## src/rtl/multi_sensor_scan_pkg.sv

```systemverilog
// scan_pkg: FSM state codes, ASCII command constants and BCD-to-ASCII helper for multi_sensor_scan
package scan_pkg;
  typedef enum logic [3:0] {
    IDLE     = 4'd0,
    MEDE     = 4'd1,
    ESPERA   = 4'd2,
    ARMAZENA = 4'd3,
    TX_CHAR  = 4'd4,
    TX_WAIT  = 4'd5,
    PROX     = 4'd6,
    FIM      = 4'd7,
    PAUSA    = 4'd8
  } state_t;
  localparam logic [6:0] ASCII_0 = 7'h30;
  localparam logic [6:0] ASCII_C = 7'h43;
  localparam logic [6:0] ASCII_P = 7'h50;
  localparam logic [6:0] ASCII_M = 7'h4D;
  function automatic logic [6:0] bcd_to_ascii(input logic [3:0] nibble);
    return ASCII_0 + {3'b000, nibble};
  endfunction
endpackage

```

## src/rtl/multi_sensor_scan_sweep_timer.sv

```systemverilog
// sweep_timer: saturating count-to-(MAX-1) counter; clr reloads zero, en advances, done flags the terminal count
module sweep_timer #(
  parameter int MAX = 2
) (
  input  logic clock,
  input  logic reset,
  input  logic clr,
  input  logic en,
  output logic done
);
  localparam int W = MAX > 1 ? $clog2(MAX) : 1;
  logic [W-1:0] cnt_q, cnt_d;
  assign done = cnt_q == W'(MAX - 1);
  always_comb cnt_d = clr ? '0 : (en && !done) ? cnt_q + 1'b1 : cnt_q;
  always_ff @(posedge clock or negedge reset)
    if (!reset) cnt_q <= '0;
    else cnt_q <= cnt_d;
endmodule

```

## src/rtl/multi_sensor_scan.sv

```systemverilog
// multi_sensor_scan: triggers N_CH BCD range sensors in turn, latches each reading (timeout -> all F), streams the sweep as an ASCII frame over the TX start/ready handshake; single-shot or periodic, driven by ligar or rx 'M'/'C'/'P'
module multi_sensor_scan
  import scan_pkg::*;
#(
  parameter int         N_CH           = 3,
  parameter int         DIGITS         = 3,
  parameter int         TIMEOUT_CYCLES = 1_500_000,
  parameter int         PERIOD_CYCLES  = 50_000_000,
  parameter logic [6:0] SEP            = 7'h2C,
  parameter logic [6:0] TERM           = 7'h23
) (
  input  logic                       clock,
  input  logic                       reset,
  input  logic                       ligar,
  output logic [N_CH-1:0]            medir,
  input  logic [N_CH-1:0]            pronto_medida,
  input  logic [N_CH*4*DIGITS-1:0]   medida,
  output logic                       partida_tx,
  output logic [6:0]                 dado_tx,
  input  logic                       pronto_tx,
  input  logic                       rx_valid,
  input  logic [6:0]                 rx_dado,
  output logic [N_CH*4*DIGITS-1:0]   medidas,
  output logic [N_CH-1:0]            timeout_flags,
  output logic                       continuo,
  output logic                       pronto,
  output logic [3:0]                 db_estado
);
  localparam int BW = 4 * DIGITS;
  localparam int CW = N_CH > 1 ? $clog2(N_CH) : 1;
  localparam int DW = $clog2(DIGITS + 1);
  state_t            state_q, state_d;
  logic [CW-1:0]     ch_q, ch_d;
  logic [DW-1:0]     dig_q, dig_d;
  logic              hit_q, hit_d, continuo_q, continuo_d, partida_q, partida_d;
  logic [N_CH*BW-1:0] medidas_q, medidas_d;
  logic [N_CH-1:0]   flags_q, flags_d;
  logic [6:0]        dado_q, dado_d, chr;
  logic [3:0]        nib;
  logic              tmo_done, per_done, rx_c, rx_p, rx_m, got, last_ch, last_dig;
  assign rx_c     = rx_valid && rx_dado == ASCII_C;
  assign rx_p     = rx_valid && rx_dado == ASCII_P;
  assign rx_m     = rx_valid && rx_dado == ASCII_M;
  assign got      = pronto_medida[ch_q];
  assign last_ch  = ch_q == CW'(N_CH - 1);
  assign last_dig = dig_q == DW'(DIGITS);
  assign nib = medidas_q[(int'(ch_q) * DIGITS + (last_dig ? 0 : DIGITS - 1 - int'(dig_q))) * 4 +: 4];
  assign chr = !last_dig ? bcd_to_ascii(nib) : last_ch ? TERM : SEP;
  sweep_timer #(.MAX(TIMEOUT_CYCLES)) u_timeout (
    .clock(clock), .reset(reset), .clr(state_q == MEDE), .en(state_q == ESPERA), .done(tmo_done)
  );
  // The period count starts in FIM so the next MEDE lands exactly PERIOD_CYCLES after FIM.
  sweep_timer #(.MAX(PERIOD_CYCLES)) u_period (
    .clock(clock), .reset(reset), .clr(!(state_q == FIM || state_q == PAUSA)), .en(1'b1), .done(per_done)
  );
  assign medir         = state_q == MEDE ? N_CH'(1) << ch_q : '0;
  assign pronto        = state_q == FIM;
  assign db_estado     = state_q;
  assign partida_tx    = partida_q;
  assign dado_tx       = dado_q;
  assign medidas       = medidas_q;
  assign timeout_flags = flags_q;
  assign continuo      = continuo_q;
  always_comb begin
    state_d    = state_q;
    ch_d       = ch_q;
    dig_d      = dig_q;
    hit_d      = hit_q;
    medidas_d  = medidas_q;
    flags_d    = flags_q;
    partida_d  = 1'b0;
    dado_d     = dado_q;
    continuo_d = rx_c ? 1'b1 : rx_p ? 1'b0 : continuo_q;
    case (state_q)
      IDLE: begin
        ch_d = '0;
        if (ligar || rx_m || continuo_q) state_d = MEDE;
      end
      MEDE: state_d = ESPERA;
      ESPERA: if (got || tmo_done) begin
        hit_d   = got;
        state_d = ARMAZENA;
      end
      ARMAZENA: begin
        medidas_d[int'(ch_q)*BW +: BW] = hit_q ? medida[int'(ch_q)*BW +: BW] : '1;
        flags_d[ch_q] = !hit_q;
        dig_d   = '0;
        state_d = TX_CHAR;
      end
      TX_CHAR: begin
        partida_d = 1'b1;
        dado_d    = chr;
        state_d   = TX_WAIT;
      end
      TX_WAIT: if (pronto_tx) begin
        dig_d   = dig_q + 1'b1;
        state_d = last_dig ? PROX : TX_CHAR;
      end
      PROX: begin
        ch_d    = last_ch ? ch_q : ch_q + 1'b1;
        state_d = last_ch ? FIM : MEDE;
      end
      FIM: state_d = continuo_q ? PAUSA : IDLE;
      PAUSA: begin
        ch_d    = '0;
        state_d = !continuo_q ? IDLE : per_done ? MEDE : PAUSA;
      end
      default: state_d = IDLE;
    endcase
  end
  always_ff @(posedge clock or negedge reset)
    if (!reset) begin
      state_q    <= IDLE;
      ch_q       <= '0;
      dig_q      <= '0;
      hit_q      <= 1'b0;
      medidas_q  <= '0;
      flags_q    <= '0;
      continuo_q <= 1'b0;
      partida_q  <= 1'b0;
      dado_q     <= '0;
    end else begin
      state_q    <= state_d;
      ch_q       <= ch_d;
      dig_q      <= dig_d;
      hit_q      <= hit_d;
      medidas_q  <= medidas_d;
      flags_q    <= flags_d;
      continuo_q <= continuo_d;
      partida_q  <= partida_d;
      dado_q     <= dado_d;
    end
endmodule

```

## config.mk

```make
export PLATFORM = sky130hd
export DESIGN_NAME = multi_sensor_scan
export DESIGN_NICKNAME = d
export VERILOG_FILES = /design/src/rtl/multi_sensor_scan_pkg.sv /design/src/rtl/multi_sensor_scan_sweep_timer.sv /design/src/rtl/multi_sensor_scan.sv
export SDC_FILE = /design/constraint.sdc
export NUM_CORES = 1
export LEC_CHECK = 0
export BUFFER_PORTS_ARGS = -buffer_cell sky130_fd_sc_hd__buf_4
export CORE_MARGIN = 2
export CORE_UTILIZATION = 55
export CTS_CLUSTER_SIZE = 14
export DETAILED_ROUTE_END_ITERATION = 8
export GPL_ROUTABILITY_DRIVEN = 1
export PLACE_DENSITY_LB_ADDON = 0.25
export SLEW_MARGIN = 20
export SYNTH_ARGS = -nofsm -noshare
export SYNTH_HDL_FRONTEND = slang
export SYNTH_SLANG_ARGS = --single-unit
```

## constraint.sdc

```tcl
create_clock -name clock -period 5.05 [get_ports clock]
set_input_delay 0.7575 -clock clock [delete_from_list [all_inputs] [get_ports clock]]
set_output_delay 0.7575 -clock clock [all_outputs]
set_load 0.05 [all_outputs]
```

==> results of run 1 <==
==> cell type report <==
class / instances / area (um^2) / share of cell area, %
Multi-Input combinational cell: 492 / 3286 / 46.26
Sequential cell: 103 / 2577 / 36.29
Timing Repair Buffer: 107 / 803.3 / 11.31
Tap cell: 140 / 175.2 / 2.467
Clock buffer: 12 / 145.1 / 2.044
Inverter: 16 / 60.06 / 0.8457
Clock inverter: 4 / 55.05 / 0.7752
==> power breakdown <==
group	total (W)	switching (W)	internal (W)
clock	0.000538	0.000293	0.000245
sequential	0.00129	0.000288	0.00101
combinational	0.00229	0.00146	0.000836
==> logic make-up (layout without fill, tap and decap cells) <==
group | Yosys count | after routing
buf+inv | 49 | 139
other cells | 1 | 1
compound gates | 158 | 158
xor+xnor | 29 | 29
fa+ha+maj | 16 | 16
simple gates | 259 | 259
mux | 29 | 29
flops | 103 | 103
==> layer usage <==
layer,vias to the layer above,wire [um]
li1,2517,-
met1,2678,7154
met2,200,7427
met3,20,1105
met4,0,199
met5,-,0
==> flip-flops by register name (all words and copies together), names as in the netlist <==
register	count
continuo	1
u_timeout.cnt_q	21
u_period.cnt_q	26
hit_q	1
dig_q	2
dado_tx	6
partida_tx	1
timeout_flags	3
medidas	36
ch_q	2
db_estado	4
==> through the flow <==
step | power [W] | setup WS (ps)
finish | 0.004123 | 1045
global route | 0.004358 | 834.9
CTS | 0.004107 | 1084
detailed placement | 0.003573 | 1066
global placement | 0.003511 | 1319
floorplan | 0.002889 | 2143
==> worst paths after layout <==
| kind | cells after the start | slack, ps | start | endpoint |
|---|---|---|---|---|
| setup / recovery | 8 | 1040 | ch_q[1] | dado_tx[2] |
| hold / removal | 1 | 370 | reset | medidas[22] |
| setup reg to reg | 8 | 1040 | ch_q[1] | dado_tx[2] |
| hold reg to reg | 2 | 490 | dado_tx[4] | dado_tx[4] |
| max in group asynchronous | 2 | 3520 | reset | u_timeout.cnt_q[20] |
| min in group clock | 2 | 490 | dado_tx[4] | dado_tx[4] |
==> Yosys cell counts, types with 5 or more instances <==
master	count	area share, %
a211oi_1	6	0.74
a21o_1	8	0.99
a21oi_1	35	2.9
a22o_1	9	1.3
and2_1	6	0.62
and3_1	14	1.4
buf_2	8	0.66
clkbuf_1	22	1.4
dfrtp_1	103	42
ha_1	15	3.1
inv_1	13	0.80
mux2i_1	18	3.0
mux4_2	8	3.0
nand2_1	70	4.3
nand3_1	22	1.8
nand4_1	11	1.1
nor2_1	54	3.3
nor2b_1	10	1.0
nor3_1	13	1.1
o211ai_1	7	0.87
o21ai_0	53	4.4
o31ai_1	10	1.2
or2_2	5	0.52
or3_1	10	1.0
xnor2_1	16	2.3
xor2_1	13	1.9
==> worst reg2reg max path: cells and delay by family, from the launching register on <==
kind | cells | cell delay (ps)
flip-flops | 1 | 970
adder cells (fa/ha/maj) | 2 | 1150
buffers and inverters | 1 | 570
AO/OA/AOI/OAI | 2 | 290
AND/OR/NAND/NOR | 3 | 970
==> flow_summary.ini, run 1 <==
[run_status]
status = finished, final reports clean

[layout]
area_delta_synth_final_pct = 16.96
nNetsFinal = 796
fillCellCount = 872
drive_above_1_share_pct = 21.12
final_cell_mix = 107 x buf_4, 103 x dfrtp_1, 70 x nand2_1
layoutNonFillerInstCount = 874
utilization_pct = 65.80
num_antenna_cells = 0
final_common_cell = buf_4
design_area_um2 = 7102

[clock_tree]
cts.hold.buffers_added = 0
h-tree-depth = 3
cts-root-buf = clkbuf_8
cts_tree = yes
clk_pin_slew_worst_paths_ps = 100
clk_latency_ps = 390
cts_max_path_buffers = 2
post_cts_buffers = 0
cts_buffers = 9
cts_sinks = 103
cts-resized-gates = 0

[worst_setup_path]
critPathArrivalTime_ps = 4330
max_stage_delay_ps = 970
crit_family = adder cells
cpMaxStageDelayCell = dfrtp_1
crit_path_cell_trace = clkinv_1 -> ha_1 -> fa_1 -> nand4bb_1 -> or4b_1 -> o211ai_1 -> nor2b_1 -> a211o_1
cp_num_buf_inv = 1
end_kind = flip-flop
worstSetupPathType = flip-flop to flip-flop
cp-start-kind = flip-flop
required_ps = 5380
cp_max_fo = 23

[detailed_routing]
via_per_inst = 6.196
drtIter0Drc = 449
postRouteAntennaNets = 0
drc = 0
post_drt_wl_per_cell_um = 18.18
vias = 5415
dr.pass1.iters = 5
drt_wl_total_um = 15890

[run]
drv_cap = 0

[timing]
slew_viol_final = 0
post-route-period-util_pct = 79.32
period_minus_slack_ps = 4005
finalSetupViolations = 0
rsz0062_at_grt = false
final.setup_skew_ps = 9.402
whs_ps = 369.0
slew_headroom_pct = 37.65
tightest_slew_ps = 935.2
hold_viol_final = 0
tns_ps = 0
clock.fmax_mhz = 249.7

[synth]
ys_types = 73
syn_inst = 644
yosys_warnings = 0
synth.cell_area_um2 = 6072
synth_compound_area_share_pct = 16.86
synth_fa_ha_area_share_pct = 3.421
ys.flop_type = dfrtp_1
synth_mux_area_share_pct = 6.491
async_reset_ff_share_pct = 100.0
avgSynthCellArea_um2 = 9.429
ys_seq_area_share_pct = 42.45
yosys.area_share.simple_pct = 23.10
ys_seq_elements = 103
synthXorXnorAreaFrac_pct = 4.183
synth-edff-count = 0
synthesis.nets = 711
synth_top_family_by_area = simple AND/OR/NAND/NOR gates

[global_routing]
busiest_layer = met2
overflow = 0
grt_util_all_layers_pct = 27.97
gr-usage-met2_pct = 42.59
grt_max_degree = 59
grt_antenna_before_repair = 0
grt_pass1_wl_um = 25700
grtUsageMet1_pct = 40.47
grt_pass1_vias = 5040
grt.met3_usage_pct = 7.472

[floorplanning]
die_area_um2 = 11900
die_h_um = 109.1
die_x_um = 109.1
rows = 38
coreArea_um2 = 10790
pin_count = 107
start_util_pct = 56.26

[placement]
gp_congestion = 0.9453
port_buffers = 105
hpwl_um = 11640
post_dp_cell_area_um2 = 6902
dp_cells = 858

[power]
cellLeakagePower_nw = 3.173
ir_worst_vdd_mv = 0.4220
power.density_nw_per_um2 = 580.6

[min_path]
hp-class = input port to async pin
Note: power is estimated with default switching activity, not from simulation.
==> run 2: changes to the inputs <==
--- a/config.mk
+++ b/config.mk
@@ -5,6 +5,7 @@
 export SDC_FILE = /design/constraint.sdc
 export NUM_CORES = 1
 export LEC_CHECK = 0
+export ABC_AREA = 1
 export BUFFER_PORTS_ARGS = -buffer_cell sky130_fd_sc_hd__buf_4
 export CORE_MARGIN = 2
 export CORE_UTILIZATION = 55
==> constraint.sdc (replaced) <==
create_clock -name clock -period 3.84 [get_ports clock]
set_input_delay 0.576 -clock clock [delete_from_list [all_inputs] [get_ports clock]]
set_output_delay 0.576 -clock clock [all_outputs]
set_load 0.05 [all_outputs]
==> run 2 against run 1 <==
Critical path depth shrank 2. Wire length grew 15%. First-iteration DRC count grew 41%. Sequential power rose by 23%. Clock skew barely moved. Non-clock buffer count grew 2. Clock-buffer cell count is 1 lower. Cell count rose by 49%. Critical path type is now flip-flop to output port.
==> flow_summary.ini, run 2 <==
[run_status]
status = finished, final reports clean

[placement]
gp_congestion = 0.9360
port_buffers = 105
hpwl_um = 13650

[layout]
area_delta_synth_final_pct = 17.06
final_cell_mix = 397 x nand2_1, 134 x nand3_1, 118 x nor2_1
drive_above_1_share_pct = 14.08
num_antenna_cells = 0
utilization_pct = 66.57
final_common_cell = nand2_1
nNetsFinal = 1198
largest_reg_flops = 36

[timing]
clock.fmax_mhz = 344.1
hold_viol_final = 0
final.setup_skew_ps = 9.728
period_minus_slack_ps = 2907
rsz0062_at_grt = false
whs_ps = 339.7
tns_ps = 0
post-route-period-util_pct = 75.69
slew_headroom_pct = 35.53
finalSetupViolations = 0
slew_viol_final = 0
tightest_slew_ps = 967.1

[clock_tree]
cts.hold.buffers_added = 0
h-tree-depth = 3
clk_pin_slew_worst_paths_ps = 70
cts_buffers = 9
cts-resized-gates = 0
cts_tree = yes
clk_latency_ps = 360
cts-root-buf = clkbuf_16
cts_sinks = 103
post_cts_buffers = 0
cts_max_path_buffers = 2

[detailed_routing]
dr.pass1.iters = 5
via_per_inst = 5.327
drtIter0Drc = 634
post_drt_wl_per_cell_um = 14.06
postRouteAntennaNets = 0
drt_wl_total_um = 18340
drc = 0
vias = 6946

[power]
ir_worst_vdd_mv = 0.3918
seq_power_share_pct = 24.8
switching_share_pct = 52.86
p_int_w = 0.003023
power.density_nw_per_um2 = 795.3
switchingPower_w = 0.003389
cellLeakagePower_nw = 4.106
p_clk_share_pct = 15.9
p_comb_share_pct = 59.3

[synth]
avgSynthCellArea_um2 = 6.617
synth_top_area_share_pct = 37.42
ys_seq_elements = 103
syn_inst = 1041
async_reset_ff_share_pct = 100.0
synthTopCellsByArea = dfrtp_1 37%, nand2_1 22%, nand3_1 9.7%, nor2_1 6.4%, inv_1 5.0%
yosys_warnings = 0
yosysMostFrequentCell = nand2_1
ys.flop_type = dfrtp_1
ys_seq_area_share_pct = 37.42
netlist.top_cell.by_area = dfrtp_1
synthesis.nets = 1108
synth_common_cells = 397 x nand2_1, 134 x nand3_1, 118 x nor2_1
synth-edff-count = 0
synth.cell_area_um2 = 6888
ys_types = 42

[global_routing]
grt_util_all_layers_pct = 28.33
grt_pass1_wl_um = 30290
grt_pass1_vias = 6149
overflow = 0
grt_max_degree = 72
grt_antenna_before_repair = 0

[floorplanning]
coreArea_um2 = 12110
die_area_um2 = 13430
start_util_pct = 56.87
pin_count = 107
die_x_um = 115.9
die_h_um = 115.9
rows = 40

[min_path]
hp-class = input port to async pin

[worst_setup_path]
critPathArrivalTime_ps = 2330
cp_max_fo = 16
end_kind = output port
cp-start-kind = flip-flop
required_ps = 3260
worstSetupPathType = flip-flop to output port

[run]
drv_cap = 0
-- run 2: layout make-up --
class / instances / area, um^2
fill: 1130 / 4049
multi-input combinational: 807 / 3744
sequential: 103 / 2577
timing repair buffer: 109 / 818.3
inverter: 101 / 381.6
clock buffer: 11 / 252.7
tap: 168 / 210.2
clock inverter: 5 / 78.83
-- run 2: power by group through the flow --
stage | clock (W) | sequential [W] | combinational [W]
finish | 0.00102 | 0.00159 | 0.00381
global route | 0.00107 | 0.00162 | 0.00417
CTS | 0.00103 | 0.00158 | 0.00377
detailed placement | 0 | 0.00160 | 0.00376
global placement | 0 | 0.00160 | 0.00372
floorplan | 0 | 0.00226 | 0.00216
-- run 2: final timing paths --
path | start | end | slack, ps | depth (start not counted)
setup / recovery | ch_q[1] | medir[0] | 930 | 6
hold / removal | reset | timeout_flags[2] | 340 | 1
min in group clock | rx_dado[4] | continuo | 430 | 2
max in group asynchronous | reset | medidas[30] | 2500 | 2
hold reg to reg | dado_tx[5] | dado_tx[5] | 480 | 1
setup reg to reg | ch_q[0] | dado_tx[0] | 1080 | 11
-- run 2: cell families after synthesis --
logic type,Yosys count,synth area share (%)
AND/OR/NAND/NOR,714,44.50
AO/OA/AOI/OAI,57,4.360
adder cells (fa/ha/maj),16,3.015
other,1,0.05444
XOR/XNOR,19,2.416
flip-flops,103,37.42
buffers and inverters,131,8.229
-- run 2: critical path, stage by stage, from the launching register on --
cell,delay [ps]
dfrtp_1,510
inv_1,140
buf_4,220
ha_1,440
inv_2,200
nor2_1,200
buf_4,250
-- run 2: metal layers --
layer	part of all wire [%]	GRT usage (%)
met1	47	41.20
met2	45	43.16
met3	6.7	5.596
met4	1.6	8.095
met5	0	0
-- run 2: per-stage QoR --
| stage | total power, W | cells | setup slack [ps] | cell area, um^2 |
|---|---|---|---|---|
| after CTS | 0.006389 | 1304 | 992.9 | 8063 |
| after global placement | 0.005325 | 1288 | 1177 | 7731 |
| after detailed placement | 0.005356 | 1288 | 1123 | 7731 |
| after floorplan | 0.004424 | 1041 | 1041 | 6888 |
| final | 0.006412 | 1304 | 933.5 | 8063 |
| after global routing | 0.006862 | 1304 | 835.0 | 8063 |
